### src/rtl/sensor_ctrl_pkg.sv
// Shared constants for the sensor control PIO: register offsets, version and INFO layout.
package sensor_ctrl_pkg;

  localparam logic [2:0] ADDR_CTRL        = 3'd0;
  localparam logic [2:0] ADDR_PULSE       = 3'd1;
  localparam logic [2:0] ADDR_PULSE_LEN   = 3'd2;
  localparam logic [2:0] ADDR_LOCK_STATUS = 3'd3;
  localparam logic [2:0] ADDR_LOCK_LOST   = 3'd4;
  localparam logic [2:0] ADDR_IRQ_MASK    = 3'd5;
  localparam logic [2:0] ADDR_INFO        = 3'd6;

  localparam logic [15:0] VERSION = 16'h0001;

  localparam int INFO_NUM_CH_LSB   = 0;
  localparam int INFO_PULSE_W_LSB  = 8;
  localparam int INFO_VERSION_LSB  = 16;

  function automatic logic [31:0] info_word(input int num_ch, input int pulse_w);
    logic [31:0] w;
    w = '0;
    w[INFO_NUM_CH_LSB +: 8]   = 8'(num_ch);
    w[INFO_PULSE_W_LSB +: 8]  = 8'(pulse_w);
    w[INFO_VERSION_LSB +: 16] = VERSION;
    return w;
  endfunction

endpackage

### src/rtl/sensor_pulse_ch.sv
// One channel's self-timing reset pulse: a down-counter loaded on start, busy while non-zero.
module sensor_pulse_ch
  import sensor_ctrl_pkg::*;
#(
  parameter int PULSE_W = 16
) (
  input  logic               clk,
  input  logic               rst,
  input  logic               start,
  input  logic [PULSE_W-1:0] len,
  output logic               busy,
  output logic               busy_nxt
);

  logic [PULSE_W-1:0] cnt_q, cnt_d;

  always_comb begin
    cnt_d = cnt_q;
    if (start) begin
      // a zero length still yields a single-cycle pulse
      cnt_d = (len == '0) ? PULSE_W'(1) : len;
    end else if (cnt_q != '0) begin
      cnt_d = cnt_q - PULSE_W'(1);
    end
  end

  always_ff @(posedge clk or posedge rst) begin
    if (rst) cnt_q <= '0;
    else     cnt_q <= cnt_d;
  end

  assign busy     = (cnt_q != '0);
  assign busy_nxt = (cnt_d != '0);

endmodule

### src/rtl/sensor_ctrl_pio.sv
// Avalon-MM control/status slave for the phi/theta sensor and TDC chain: per-channel reset
// level and timed reset pulse, synchronised PLL lock and sticky loss-of-lock interrupt.
module sensor_ctrl_pio
  import sensor_ctrl_pkg::*;
#(
  parameter int NUM_CH        = 4,
  parameter int PULSE_W       = 16,
  parameter int SYNC_STAGES   = 2,
  parameter int PULSE_LEN_RST = 16
) (
  input  logic              clk_clk,
  input  logic              reset_reset,
  input  logic [2:0]        avs_address,
  input  logic              avs_read,
  input  logic              avs_write,
  input  logic [31:0]       avs_writedata,
  output logic [31:0]       avs_readdata,
  output logic              avs_readdatavalid,
  input  logic [NUM_CH-1:0] lock_in,
  output logic [NUM_CH-1:0] rst_out,
  output logic              irq
);

  logic [NUM_CH-1:0]                  ctrl_q, ctrl_d, mask_q, mask_d, lost_q, lost_d;
  logic [PULSE_W-1:0]                 len_q, len_d;
  logic [SYNC_STAGES-1:0][NUM_CH-1:0] sync_q, sync_d;
  logic [NUM_CH-1:0]                  hist_q, hist_d;
  logic [NUM_CH-1:0]                  rst_out_q, rst_out_d;
  logic [31:0]                        rdata_q, rdata_d;
  logic                               rvalid_q, rvalid_d;
  logic [NUM_CH-1:0]                  start, busy, busy_nxt, lock_sync, wr_ch, fall;
  logic                               unused_wdata;

  assign wr_ch        = avs_writedata[NUM_CH-1:0];
  assign lock_sync    = sync_q[SYNC_STAGES-1];
  assign fall         = hist_q & ~lock_sync;
  assign start        = (avs_write && avs_address == ADDR_PULSE) ? wr_ch : '0;
  assign unused_wdata = ^avs_writedata;

  for (genvar i = 0; i < NUM_CH; i++) begin : g_ch
    sensor_pulse_ch #(.PULSE_W(PULSE_W)) u_ch (
      .clk      (clk_clk),
      .rst      (reset_reset),
      .start    (start[i]),
      .len      (len_q),
      .busy     (busy[i]),
      .busy_nxt (busy_nxt[i])
    );
  end

  always_comb begin
    ctrl_d = ctrl_q;
    len_d  = len_q;
    mask_d = mask_q;
    lost_d = lost_q;
    if (avs_write) begin
      case (avs_address)
        ADDR_CTRL:      ctrl_d = wr_ch;
        ADDR_PULSE_LEN: len_d  = avs_writedata[PULSE_W-1:0];
        ADDR_LOCK_LOST: lost_d = lost_q & ~wr_ch;
        ADDR_IRQ_MASK:  mask_d = wr_ch;
        default:        ;
      endcase
    end
    // a fresh loss edge wins over a same-cycle clear
    lost_d    = lost_d | fall;
    sync_d    = {sync_q[SYNC_STAGES-2:0], lock_in};
    hist_d    = lock_sync;
    rst_out_d = ctrl_d | busy_nxt;
  end

  always_comb begin
    rdata_d  = rdata_q;
    rvalid_d = avs_read;
    if (avs_read) begin
      rdata_d = '0;
      case (avs_address)
        ADDR_CTRL:        rdata_d[NUM_CH-1:0]  = ctrl_q;
        ADDR_PULSE:       rdata_d[NUM_CH-1:0]  = busy;
        ADDR_PULSE_LEN:   rdata_d[PULSE_W-1:0] = len_q;
        ADDR_LOCK_STATUS: rdata_d[NUM_CH-1:0]  = lock_sync;
        ADDR_LOCK_LOST:   rdata_d[NUM_CH-1:0]  = lost_q;
        ADDR_IRQ_MASK:    rdata_d[NUM_CH-1:0]  = mask_q;
        ADDR_INFO:        rdata_d              = info_word(NUM_CH, PULSE_W);
        default:          ;
      endcase
    end
  end

  always_ff @(posedge clk_clk or posedge reset_reset) begin
    if (reset_reset) begin
      ctrl_q    <= '1;
      len_q     <= PULSE_W'(PULSE_LEN_RST);
      mask_q    <= '0;
      lost_q    <= '0;
      sync_q    <= '0;
      hist_q    <= '0;
      rst_out_q <= '1;
      rdata_q   <= '0;
      rvalid_q  <= 1'b0;
    end else begin
      ctrl_q    <= ctrl_d;
      len_q     <= len_d;
      mask_q    <= mask_d;
      lost_q    <= lost_d;
      sync_q    <= sync_d;
      hist_q    <= hist_d;
      rst_out_q <= rst_out_d;
      rdata_q   <= rdata_d;
      rvalid_q  <= rvalid_d;
    end
  end

  assign rst_out           = rst_out_q;
  assign irq               = |(lost_q & mask_q);
  assign avs_readdata      = rdata_q;
  assign avs_readdatavalid = rvalid_q;

endmodule

### config.mk
export PLATFORM = sky130hd
export DESIGN_NAME = sensor_ctrl_pio
export DESIGN_NICKNAME = d
export VERILOG_FILES = /design/src/rtl/sensor_ctrl_pkg.sv /design/src/rtl/sensor_pulse_ch.sv /design/src/rtl/sensor_ctrl_pio.sv
export SDC_FILE = /design/constraint.sdc
export NUM_CORES = 1
export LEC_CHECK = 0
export CORE_MARGIN = 1
export CORE_UTILIZATION = 60
export CTS_CLUSTER_DIAMETER = 150
export DETAILED_ROUTE_END_ITERATION = 7
export GPL_ROUTABILITY_DRIVEN = 0
export GPL_TIMING_DRIVEN = 1
export PLACE_DENSITY = 0.85
export SLEW_MARGIN = 20
export SYNTH_ARGS = -nofsm -noshare
export SYNTH_HDL_FRONTEND = slang
export SYNTH_SLANG_ARGS = --single-unit
### constraint.sdc
create_clock -name clk_clk -period 10.6 [get_ports clk_clk]
set_input_delay 2.12 -clock clk_clk [delete_from_list [all_inputs] [get_ports clk_clk]]
set_output_delay 2.12 -clock clk_clk [all_outputs]
set_load 0.05 [all_outputs]
; After elaboration in Yosys (flattened, before gate mapping)
; Index checks and enable logic that the tools add are counted.
[op_classes]
eq_ne = 6
bitwise_logic = 7
n_addsub = 4
reduce_logical = 14
muxes = 17
[op_table]
columns = op, count
row1 = $mux W16, 9
row2 = $reduce_bool A16 Y1, 8
row3 = $sub A16 B1 Y16 const B, 4
row4 = $pmux W4 S7, 1
row5 = $pmux W12 S2, 1
row6 = $mux W4, 5
row7 = $logic_not A16 Y1, 1
row8 = $and A4 B4 Y4, 3
row9 = $eq A3 B3 Y1 const B, 3
row10 = $not A4 Y4, 2
row11 = $or A4 B4 Y4, 2
row12 = $eq A3 B2 Y1 const B, 2
row13 = $reduce_and A2 Y1, 2
row14 = $reduce_or A4 Y1, 1
row15 = $eq A3 B1 Y1 const B, 1
row16 = $logic_not A3 Y1, 1
row17 = $logic_and A1 B1 Y1, 1
row18 = $mux W1, 1
[totals]
wordCells = 62
out_inout_bits = 38
ff_bits = 141
inputBits = 43

; Depth between registers and ports, before layout
; Gate-level depths: netlist of run 1.
[logic_depth]
ltp_word = 6
ltp_mapped = 10

; Hierarchy
; Synthesis of run 1 repeated with hierarchy kept, for this count alone.
[hier_totals]
hier_cells = 728
area_unflattened_um2 = 7224.4
[modules_own_cells]
columns = module, area_per_inst_um2, n_inst, cells_per_inst
row1 = sensor_ctrl_pio, 2682.6, 1, 220
row2 = sensor_pulse_ch at g_ch[2].u_ch ..., 1134.8, 2, 128
row3 = sensor_pulse_ch at g_ch[1].u_ch, 1159.9, 1, 127
row4 = sensor_pulse_ch at g_ch[0].u_ch, 1112.3, 1, 125

; Worst setup path before layout of run 1
; OpenSTA, ideal clock, no wires.
[synth_path]
path_type = input to register
startpoint = input port avs_address[2]
endpoint = register rst_out_q[3], in the netlist rst_out[3]
path_stages = 6
t_arrival_ns = 3.893
path_slack_ns = 6.616
required_time_ns = 10.509
path_cell_list = clkbuf_1 -> nor3b_1 -> mux2_2 -> nand4bb_1 -> or4_1 -> nand4bb_1
[synth_lines]
columns = item, line
row1 = from (decl), sensor_ctrl_pio.sv:13  ; input logic [2:0] avs_address,
row2 = $logic_not A3 Y1, sensor_ctrl_pio.sv:57  ; case (avs_address)
row3 = $mux W4, sensor_ctrl_pio.sv:57
row4 = $mux W4, sensor_ctrl_pio.sv:56  ; if (avs_write) begin
row5 = named net ctrl_d[3], sensor_ctrl_pio.sv:24  ; logic [NUM_CH-1:0] ctrl_q, ctrl_d, mask_q, mask_d, lost_q, lost_d;
row6 = $or A4 B4 Y4, sensor_ctrl_pio.sv:69  ; rst_out_d = ctrl_d | busy_nxt;
row7 = named net rst_out_d[3], sensor_ctrl_pio.sv:28  ; logic [NUM_CH-1:0] rst_out_q, rst_out_d;
row8 = to (signal assigned), sensor_ctrl_pio.sv:108  ; rst_out_q <= rst_out_d;
row9 = to (decl), sensor_ctrl_pio.sv:28
; The timed path passes the listed nets, and every way through them passes these cells.
; A chain may end at the register's enable or synchronous reset.

; Worst setup path in the final report of run 1
[layout_path]
startpoint = input port avs_address[0]
endpoint = register rst_out_q[3], in the netlist rst_out[3]
[layout_via]
elab_chain_len = 6
[layout_rtl]
columns = item, line
row1 = $eq A3 B1 Y1, sensor_ctrl_pio.sv:37  ; assign start = (avs_write && avs_address == ADDR_PULSE) ? wr_ch : '0;
row2 = $logic_and A1 B1 Y1, sensor_ctrl_pio.sv:37
row3 = $mux W4, sensor_ctrl_pio.sv:37
row4 = $mux W16, sensor_pulse_ch.sv:19  ; if (start) begin
row5 = named net g_ch[3].u_ch.cnt_d[5], sensor_pulse_ch.sv:15  ; logic [PULSE_W-1:0] cnt_q, cnt_d;
row6 = $reduce_bool A16 Y1, sensor_pulse_ch.sv:33  ; assign busy_nxt = (cnt_d != '0);
row7 = $or A4 B4 Y4, sensor_ctrl_pio.sv:69
row8 = named net rst_out_d[3], sensor_ctrl_pio.sv:28
; The timed path passes the listed nets, and every way through them passes these cells.

==> results of run 1 <==
[worst paths after layout]
kind,startpoint,endpoint,slack (ns),depth (start not counted)
hold reg to reg,sync_d[6],hist_d[2],0.35,0
max in group asynchronous,reset_reset,g_ch[0].u_ch.cnt_q[10],7.28,3
hold / removal,sync_d[6],hist_d[2],0.35,0
setup reg to reg,g_ch[0].u_ch.cnt_q[0],rst_out[0],6.98,9
min in group asynchronous,reset_reset,hist_d[3],2.08,2
setup / recovery,avs_address[0],rst_out[3],5.65,9
[state kept, by name, indices dropped and copies added (netlist names)]
signal,count
hist_d,4
hist_q,4
len_q,16
avs_readdatavalid,1
mask_q,4
g_ch.u_ch.cnt_q,64
lost_q,4
sync_d,4
rst_out,4
avs_readdata,17
ctrl_q,4
[worst max-delay path: cells and delay by family]
family                 cells  cell delay (ns)
AOI/OAI and AO/OA          1             0.07
and+or+nand+nor            6             2.05
buffers and inverters      2             1.13
[power by group through the flow]
stage,Sequential (mW),Combinational [mW],Clock (mW)
after floorplan,0.749,0.357,0
after global placement,0.790,0.436,0
final,0.807,0.474,0.591
after CTS,0.797,0.465,0.593
after global routing,0.820,0.517,0.611
after detailed placement,0.800,0.453,0
[synthesized netlist by cell type, types with 2 or more instances]
| cell type | number |
|---|---|
| nand2_1 | 78 |
| ha_1 | 6 |
| or3_1 | 6 |
| nor3b_1 | 4 |
| nand3b_1 | 3 |
| o22ai_1 | 3 |
| and4_1 | 2 |
| a21oi_1 | 38 |
| or4_4 | 2 |
| nor4_1 | 26 |
| mux2i_1 | 3 |
| mux2_2 | 29 |
| o31ai_1 | 2 |
| xor2_1 | 23 |
| inv_1 | 30 |
| nor4_2 | 2 |
| nor4bb_1 | 2 |
| nor2b_1 | 2 |
| o211ai_1 | 7 |
| xnor2_1 | 23 |
| nand4bb_1 | 4 |
| a31oi_1 | 7 |
| dfstp_2 | 9 |
| a22oi_1 | 5 |
| a211oi_1 | 4 |
| dfrtp_1 | 117 |
| nand4b_1 | 4 |
| o21ai_1 | 11 |
| nand2b_1 | 9 |
| o21ai_0 | 26 |
| nor2_1 | 79 |
| and2_1 | 8 |
| buf_2 | 5 |
| nor3_1 | 27 |
| a32oi_1 | 2 |
| nand3_1 | 17 |
| clkbuf_1 | 26 |
| o21a_1 | 3 |
| or4_1 | 13 |
| nand4_1 | 7 |
| buf_4 | 15 |
[metrics by stage]
| step | hold WS (ns) | setup slack (ns) |
|---|---|---|
| final | 0.3510 | 5.654 |
| after detailed placement | 0.3347 | 5.302 |
| after CTS | 0.3504 | 5.751 |
| after floorplan | 0.3312 | 5.139 |
| after global placement | 0.3341 | 5.358 |
| after global routing | 0.3529 | 5.467 |
[cell families (layout without fill, tap and decap cells)]
kind of cell | after synthesis | count (layout) | synth area share, %
buffers and inverters | 77 | 113 | 5.345
multiplexers | 33 | 33 | 5.764
flip-flops | 126 | 126 | 48.11
other | 1 | 15 | 0.05701
AO/OA/AOI/OAI | 114 | 114 | 10.16
AND/OR/NAND/NOR | 301 | 301 | 23.30
XOR/XNOR | 46 | 46 | 6.125
adder cells (fa/ha/maj) | 6 | 6 | 1.141
[layout make-up]
type,instances,area (um^2)
clock buffers,17,414.1
clock inverters,15,187.7
fillers,699,2791
inverters,30,115.1
multi-input cells,515,3114
flip-flops and latches,126,3164
well taps,136,170.2
repair buffers,51,505.5
[layer usage]
layer  wire length (um)  part of all wire [%]  GRT usage (%)  vias up
li1                   -                     -              -     2535
met1               6721                    38          41.34     2746
met2               8155                    47          49.17      361
met3               1664                   9.5          8.511       89
met4                950                   5.4          20.35        0
met5                  0                     0              0        -
==> results.md, run 1 <==
* Slew HR at 37.39%
* Largest net degree at the start of global routing at 67
* Synth Instances at 704
* Die H at 106.7 um
* GR Overflow Total at 0
* Global-route wire length before repair at 27970 um
* Synthesized area at 6578 um^2
* Placed Cells at 858
* Final setup viols at 0
* Core area at 10460 um^2
* Critical Path RT at 11.03 ns
* Number of global-route vias before repair at 5615
* Overall routing resource usage at 32.36%
* Die area at 11380 um^2
* Setup TNS at 0 ns
* WP data arrival at 5.38 ns
* Post-layout minimum cycle time at 4.946 ns
* Leakage power at 3.060 nW
* Cells along the critical path: clkdlybuf4s50_1 > nor4bb_1 > buf_4 > nand2_1 > nor2_1 > a31oi_1 > nand4bb_1 > or4_1 > nand4bb_1
* Biggest area consumer among synthesized cells: dfrtp_1
* Post-DP HPWL at 11020 um
* Drt total wl at 17490 um
* Seq/Total Area, Yosys at 48.11%
* Net load switching power at 0.6900 mW
* Ys async rst share at 100.0%
* Slowest-stage cell, CP: clkdlybuf4s50_1
* Most frequent cells in the layout: dfrtp_1 (117), nor2_1 (79), nand2_1 (78), clkdlybuf4s50_1 (49), a21oi_1 (38)
* CP max FO at 26
* CTS Buf Count at 17
* Layout cells sized above 1 at 10.61%
* EDFF count, synth at 0
* Via count at 5731
* Clock Sinks at 126
* Skew-Pair Late Insertion Delay at 0.53 ns
* Maximum vdd drop at 0.0001794 V
* Root Driver: clkbuf_8
* Cell internal pwr at 1.182 mW
* Top FF cell, synth: dfrtp_1
* Clk_skew at 0.009096 ns
* Clock buffer depth at 2
* Row Count at 37
* Chip width at 106.7 um
* DR vias/cell at 6.439
* Critical path type: primary input to flip-flop
* Most common library cell in the layout ignoring fill and taps: dfrtp_1
* CTS tree: done
* Hold Fails Final Rpt at 0
* Drt pass-1 iters at 5
* Post-synth top area share at 44.51%
* H-tree levels at 4
* Hold Buf Count CTS at 0
* Ant diodes at 0
* Max cap viols at 0
* Seq pwr share at 43.1%
* Initial antenna violation count at 0
* Clk slew on worst S/H paths at 0.06 ns
* Starting Density at 62.87%
* Area growth syn-to-layout at 16.63%
* Comb power frac at 25.3%
* Yosys warns at 0
* Final Max Slew Viols at 0
* Synthesized area per cell at 9.343 um^2
* Post-CTS Setup Bufs at 0
* Total power at 1.872 mW
* Final Non-Filler Cells at 890
* Final nets at 790
* Post-CTS sizing at 0
* Power per cell area at 244.0 nW/um^2
* CP max stage delay at 0.90 ns
* Hold WC Path Type: flip-flop to flip-flop
* CP most frequent cell: nand4bb_1
* Worst Setup End Kind: flip-flop
* Drt wl/cell at 19.65 um
* I/O Buffers at 49
* Ports at 81
* Remaining antenna violation count after routing at 0
* Clock network fraction of total power at 31.6%
* Status: complete, no violations
* Netlist cell types at 56
* Util after Layout at 73.32%
* Initial DRC count at 614
* RSZ-0062 raised after global routing: no
* Period Utilization, post-route at 46.66%
* Max Clk Rate at 0.2022 GHz
* Switching fraction of total power at 36.86%
* Yosys reg bits at 126
* Cell area after layout at 7671 um^2
* Placed cell area at 7069 um^2
* Least-Margin Pin Slew at 0.9261 ns
* # DRC at 0
* Worst setup SP type: primary input
* Synth top area cells: dfrtp_1 (45%), mux2_2 (5.0%), nor2_1 (4.5%), nand2_1 (4.5%), dfstp_2 (3.6%)
Note: power is estimated with default switching activity, not from simulation.
==> run 2: changes to the inputs <==
CORE_UTILIZATION = 51   (was 60)
PLACE_DENSITY = 0.77   (was 0.85)
clock period = 4.2 ns   (was 10.6 ns; I/O delays follow)
==> run 2 against run 1 <==
- via count fell by 3.4%
- clock skew fell by 0.0020 ns
- first-iteration DRC count fell by 34%
- utilization fell by 11 points
- sequential share of layout area fell by 0.96 points
==> results.md, run 2 (same netlist as run 1, synthesis figures left out) <==
* Layout cells sized above 1 at 11.78% (+1.2 points)
* Final nets at 800 (+1.3%)
* Slowest-stage cell, CP: or4_1
* RSZ-0062 raised after global routing: no
* Global-route wire length before repair at 27040 um (-3.3%)
* Number of global-route vias before repair at 5298 (-5.6%)
* Post-DP HPWL at 11500 um (+4.4%)
* Die H at 115.6 um (+8.3%)
* Least-Margin Pin Slew at 0.8643 ns (-0.06180 ns)
* DR vias/cell at 5.918 (-8.1%)
* FILL cells at 1017 (+45%)
* H-tree levels at 4 (unchanged)
* Maximum vdd drop at 0.0003705 V (+110%)
* # DRC at 0 (unchanged)
* Final Non-Filler Cells at 936 (+5.2%)
* Final Max Slew Viols at 0 (unchanged)
* Post-layout minimum cycle time at 3.171 ns
* Critical Path RT at 4.52 ns (-6.51 ns)
* Root Driver: clkbuf_16
* Clock Sinks at 126 (unchanged)
* Setup TNS at 0 ns (unchanged)
* Max reg flops at 64 (unchanged)
* Period Utilization, post-route at 75.50%
* Largest register by flop count: g_ch.u_ch.cnt_q
* Largest net degree at the start of global routing at 59 (-12%)
* Initial DRC count at 406 (-34%)
* Skew-Pair Late Insertion Delay at 0.43 ns (-0.10 ns)
* Row Count at 41 (+11%)
* Initial antenna violation count at 0 (unchanged)
* Remaining antenna violation count after routing at 0 (unchanged)
* Drt pass-1 iters at 5 (unchanged)
* Critical path type: primary input to flip-flop
* Most frequent cells in the layout: dfrtp_1 (117), nor2_1 (79), nand2_1 (78), clkdlybuf4s50_1 (49), a21oi_1 (38)
* Worst path buffer plus inverter count at 3 (+1)
* Max cap viols at 0 (unchanged)
* Worst Setup End Kind: flip-flop
* CP max stage delay at 0.48 ns (-0.42 ns)
* Power per cell area at 619.0 nW/um^2 (+150%)
* Max Clk Rate at 0.3153 GHz
* Final setup viols at 0 (unchanged)
* CTS Buf Count at 17 (unchanged)
* Drt total wl at 16870 um (-3.6%)
* Chip width at 115.6 um (+8.3%)
* Clk_skew at 0.007095 ns (-0.002001 ns)
* Post-CTS Setup Bufs at 0 (unchanged)
* I/O Buffers at 49 (unchanged)
* Hold Fails Final Rpt at 0 (unchanged)
* Core area at 12620 um^2 (+21%)
* Total power at 4.861 mW (+160%)
* Clock buffer depth at 2 (unchanged)
* Area growth syn-to-layout at 19.40%
* WHS at 0.3557 ns (+0.004741 ns)
* Starting Density at 52.12% (-11 points)
* Most common library cell in the layout ignoring fill and taps: dfrtp_1
* Ant diodes at 0 (unchanged)
* Slew HR at 42.38% (+5.0 points)
* CP max FO at 15 (-42%)
* GR Overflow Total at 0 (unchanged)
* Status: complete, no violations
* Worst setup SP type: primary input
* Die area at 13360 um^2 (+17%)
* CP delay by family, top: simple AND/OR/NAND/NOR gates
* Reg2reg setup slack at 1.10 ns (-5.88 ns)
* Setup ws final at 1.029 ns (-4.626 ns)
* Overall routing resource usage at 27.15% (-5.2 points)
* Hold WC Path Type: flip-flop to flip-flop
* Hold Buf Count CTS at 0 (unchanged)
* Cells along the critical path: clkdlybuf4s50_1 > buf_4 > nor4bb_1 > buf_4 > nand2_1 > nor2_1 > a31oi_1 > nand4bb_1 > or4_1 > nand4bb_1
* Placed Cells at 904 (+5.4%)
* Placement Setup Slack at 0.7108 ns (-4.591 ns)
* Via count at 5539 (-3.4%)
* Clk slew on worst S/H paths at 0.06 ns (about the same)
* WP data arrival at 3.50 ns (-1.88 ns)
* Ports at 81 (unchanged)
* Leakage power at 3.134 nW (+2.4%)
* Post-CTS sizing at 0 (unchanged)
* CTS tree: done
* Drt wl/cell at 18.02 um (-8.3%)
## run 2: final timing paths
check                                       from         endpoint  depth (start not counted)
min in group asynchronous            reset_reset  avs_readdata[1]                          2
max in group asynchronous            reset_reset       rst_out[2]                          3
max reg2reg                g_ch[3].u_ch.cnt_q[6]       rst_out[3]                          7
min                                    sync_d[4]        hist_d[0]                          0
max                               avs_address[2]       rst_out[3]                         10
min reg2reg                            sync_d[4]        hist_d[0]                          0
## run 2: per-layer routing
metal / global-route usage, % / routed length [um] / vias up
met5: 0 / 0 / -
met3: 6.067 / 1083 / 58
met1: 34.63 / 7040 / 2686
li1: - / - / 2551
met4: 16.19 / 759 / 0
met2: 42.55 / 7986 / 244
## run 2: metrics by stage
step,cell area [um^2],util (%)
2_1_floorplan,6630,-
3_3_place_gp,7189,56.97
3_5_place_dp,7189,56.97
4_1_cts,7854,62.23
5_1_grt,7854,62.23
6_report,7854,62.23
## run 2: area by class of cell
type | count | area, um^2 | share of cell area (%)
multi-input cells | 515 | 3114 | 39.65
inverters | 30 | 115.1 | 1.466
clock buffers | 19 | 452.9 | 5.767
flip-flops and latches | 126 | 3164 | 40.29
clock inverters | 13 | 211.5 | 2.692
repair buffers | 61 | 580.6 | 7.392
well taps | 172 | 215.2 | 2.740
## run 2: power by group
group	switching, mW	internal, mW
clock	0.554	1.08
combinational	0.675	0.520
sequential	0.470	1.56
==> run 3: changes to the inputs <==
CORE_UTILIZATION = 56   (was 51)
PLACE_DENSITY = 0.8   (was 0.77)
clock period = 3.1 ns   (was 4.2 ns; I/O delays follow)
==> run 3 against run 2 <==
- combinational power is 39% higher
- sequential share of layout area is 0.31 points lower
- final cell count is 1.4% lower
- count of clock-buffer cells in the layout is 3 higher
- sequential power is 34% higher
- critical path type is now flip-flop to flip-flop
==> results.md, run 3 (same netlist as run 1, synthesis figures left out) <==
* Leakage power at 3.192 nW (+1.9%)
* WHS at 0.3475 ns (-0.008244 ns)
* Row Count at 39 (-4.9%)
* Post-layout minimum cycle time at 2.863 ns
* Util after Layout at 69.31% (+7.1 points)
* Die area at 12180 um^2 (-8.8%)
* Final Max Slew Viols at 0 (unchanged)
* Drt wl/cell at 18.71 um (+3.8%)
* Overall routing resource usage at 31.48% (+4.3 points)
* Switching fraction of total power at 35.64% (+0.68 points)
* Root Driver: clkbuf_16
* Period Utilization, post-route at 92.36%
* I/O Buffers at 49 (unchanged)
* H-tree levels at 4 (unchanged)
* Initial DRC count at 364 (-10%)
* Ant diodes at 0 (unchanged)
* Initial antenna violation count at 0 (unchanged)
* Cell area after layout at 7914 um^2 (+0.76%)
* Hold Fails Final Rpt at 0 (unchanged)
* Storage cell area at 3164 um^2 (unchanged)
* Largest register by flop count: g_ch.u_ch.cnt_q
* Final Non-Filler Cells at 923 (-1.4%)
* Max reg flops at 64 (unchanged)
* Placed cell area at 7312 um^2 (+1.7%)
* Setup TNS at 0 ns (unchanged)
* Drt total wl at 17270 um (+2.4%)
* Post-CTS Setup Bufs at 0 (unchanged)
* Cell internal pwr at 4.094 mW (+29%)
* Remaining antenna violation count after routing at 0 (unchanged)
* # DRC at 0 (unchanged)
* Net load switching power at 2.267 mW (+33%)
* Hold WC Path Type: flip-flop to flip-flop
* Clk slew on worst S/H paths at 0.06 ns (about the same)
* Max Clk Rate at 0.3493 GHz
* Slew HR at 48.58% (+6.2 points)
* Min-Delay Path Depth at 0 (unchanged)
* Clock network fraction of total power at 31.2% (-2.5 points)
* Least-Margin Pin Slew at 0.7643 ns (-0.1000 ns)
* WP data arrival at 3.18 ns (-0.32 ns)
* Worst Setup End Kind: flip-flop
* Die H at 110.4 um (-4.5%)
* Most frequent cells in the layout: dfrtp_1 (117), nor2_1 (79), nand2_1 (78), clkdlybuf4s50_1 (49), a21oi_1 (38)
* Ports at 81 (unchanged)
* RSZ-0062 raised after global routing: no
* GR Overflow Total at 0 (unchanged)
* Placement Setup Slack at -0.1909 ns (-0.9017 ns)
* Final setup viols at 0 (unchanged)
* Number of global-route vias before repair at 5594 (+5.6%)
* Critical Path RT at 3.41 ns (-1.11 ns)
* CP max FO at 7 (-8)
* Core area at 11420 um^2 (-9.5%)
* Status: complete, no violations
* Via count at 5597 (+1.0%)
* Drt pass-1 iters at 5 (unchanged)
* Clock Sinks at 126 (unchanged)
* CTS tree: done
* Starting Density at 57.60% (+5.5 points)
* Area occupied by multi-input gates at 3120 um^2 (+0.20%)
* Worst setup SP type: flip-flop
* Clock buffer depth at 2 (unchanged)
* Final nets at 816 (+2.0%)
* Power per cell area at 803.8 nW/um^2 (+30%)
* CTS Buf Count at 17 (unchanged)
* Maximum vdd drop at 0.0005083 V (+37%)
* Setup ws final at 0.2369 ns (-0.7919 ns)
* Comb power frac at 26.0% (+1.4 points)
* Area growth syn-to-layout at 20.32%
* Post-DP HPWL at 11670 um (+1.5%)
* Clk_skew at 0.01220 ns (+0.005103 ns)
* DR vias/cell at 6.064 (+2.5%)
* FILL cells at 864 (-15%)
* Critical path type: flip-flop to flip-flop
* Global-route wire length before repair at 28280 um (+4.6%)
* Total power at 6.361 mW (+31%)
* Seq pwr share at 42.8% (+1.1 points)
* Skew-Pair Late Insertion Delay at 0.43 ns (about the same)
* Placed Cells at 891 (-1.4%)
* Most common library cell in the layout ignoring fill and taps: dfrtp_1
* Layout cells sized above 1 at 13.59% (+1.8 points)
* FF-to-FF path depth at 7 (unchanged)
* Chip width at 110.4 um (-4.5%)
* Largest net degree at the start of global routing at 127 (+120%)
* Max cap viols at 0 (unchanged)
run 3: cell count changes in the layout (fill, tap and decap cells not counted), moves of 2 or more:
| cell | change |
|---|---|
| buf_12 | +3 |
| buf_4 | +13 |
| bufinv_16 | -3 |
| clkbuf_8 | +2 |
| clkinv_2 | +3 |
run 3: cell type report:
type                            instances  share of cell area (%)
Clock inverter                         10                   1.407
Inverter                               30                   1.470
Timing Repair Buffer                   77                   9.328
Sequential cell                       126                   39.98
Clock buffer                           22                   6.119
Multi-Input combinational cell        515                   39.43
Tap cell                              143                   2.261
run 3: repair_timing:
action	CTS	global route
gates resized for setup	0	1
hold buffers	0	0
setup endpoints to repair	0	1
run 3: path summary, 6_finish.rpt:
path                                  startpoint                     to  slack (ns)
min reg2reg                            sync_d[4]              hist_d[0]        0.35
max                        g_ch[2].u_ch.cnt_q[3]             rst_out[2]        0.24
max reg2reg                g_ch[2].u_ch.cnt_q[3]             rst_out[2]        0.24
min in group asynchronous            reset_reset  g_ch[3].u_ch.cnt_q[6]        0.69
max in group asynchronous            reset_reset  g_ch[0].u_ch.cnt_q[9]        1.83
min                                    sync_d[4]              hist_d[0]        0.35
run 3: critical path, stage by stage (launching register included):
cell,delay [ns]
dfrtp_1,0.44
or4_4,0.57
or4_1,0.69
nand2_1,0.15
xor2_1,0.16
a21oi_1,0.10
nor4_1,0.45
nand4b_1,0.19
run 3: per-layer routing:
metal | part of all wire, % | vias to the layer above | GRT usage [%]
met2 | 48 | 264 | 48.85
met3 | 7.4 | 50 | 7.466
met5 | 0 | - | 0
met4 | 3.5 | 0 | 15.88
met1 | 41 | 2703 | 41.33
li1 | - | 2580 | -
run 3: power groups by stage:
stage / logic, mW / clock network (mW) / registers, mW
2_1_floorplan: 1.22 / 0 / 2.56
3_3_place_gp: 1.54 / 0 / 2.68
3_5_place_dp: 1.61 / 0 / 2.72
4_1_cts: 1.65 / 2.00 / 2.70
5_1_grt: 1.84 / 2.08 / 2.78
6_report: 1.66 / 1.98 / 2.72
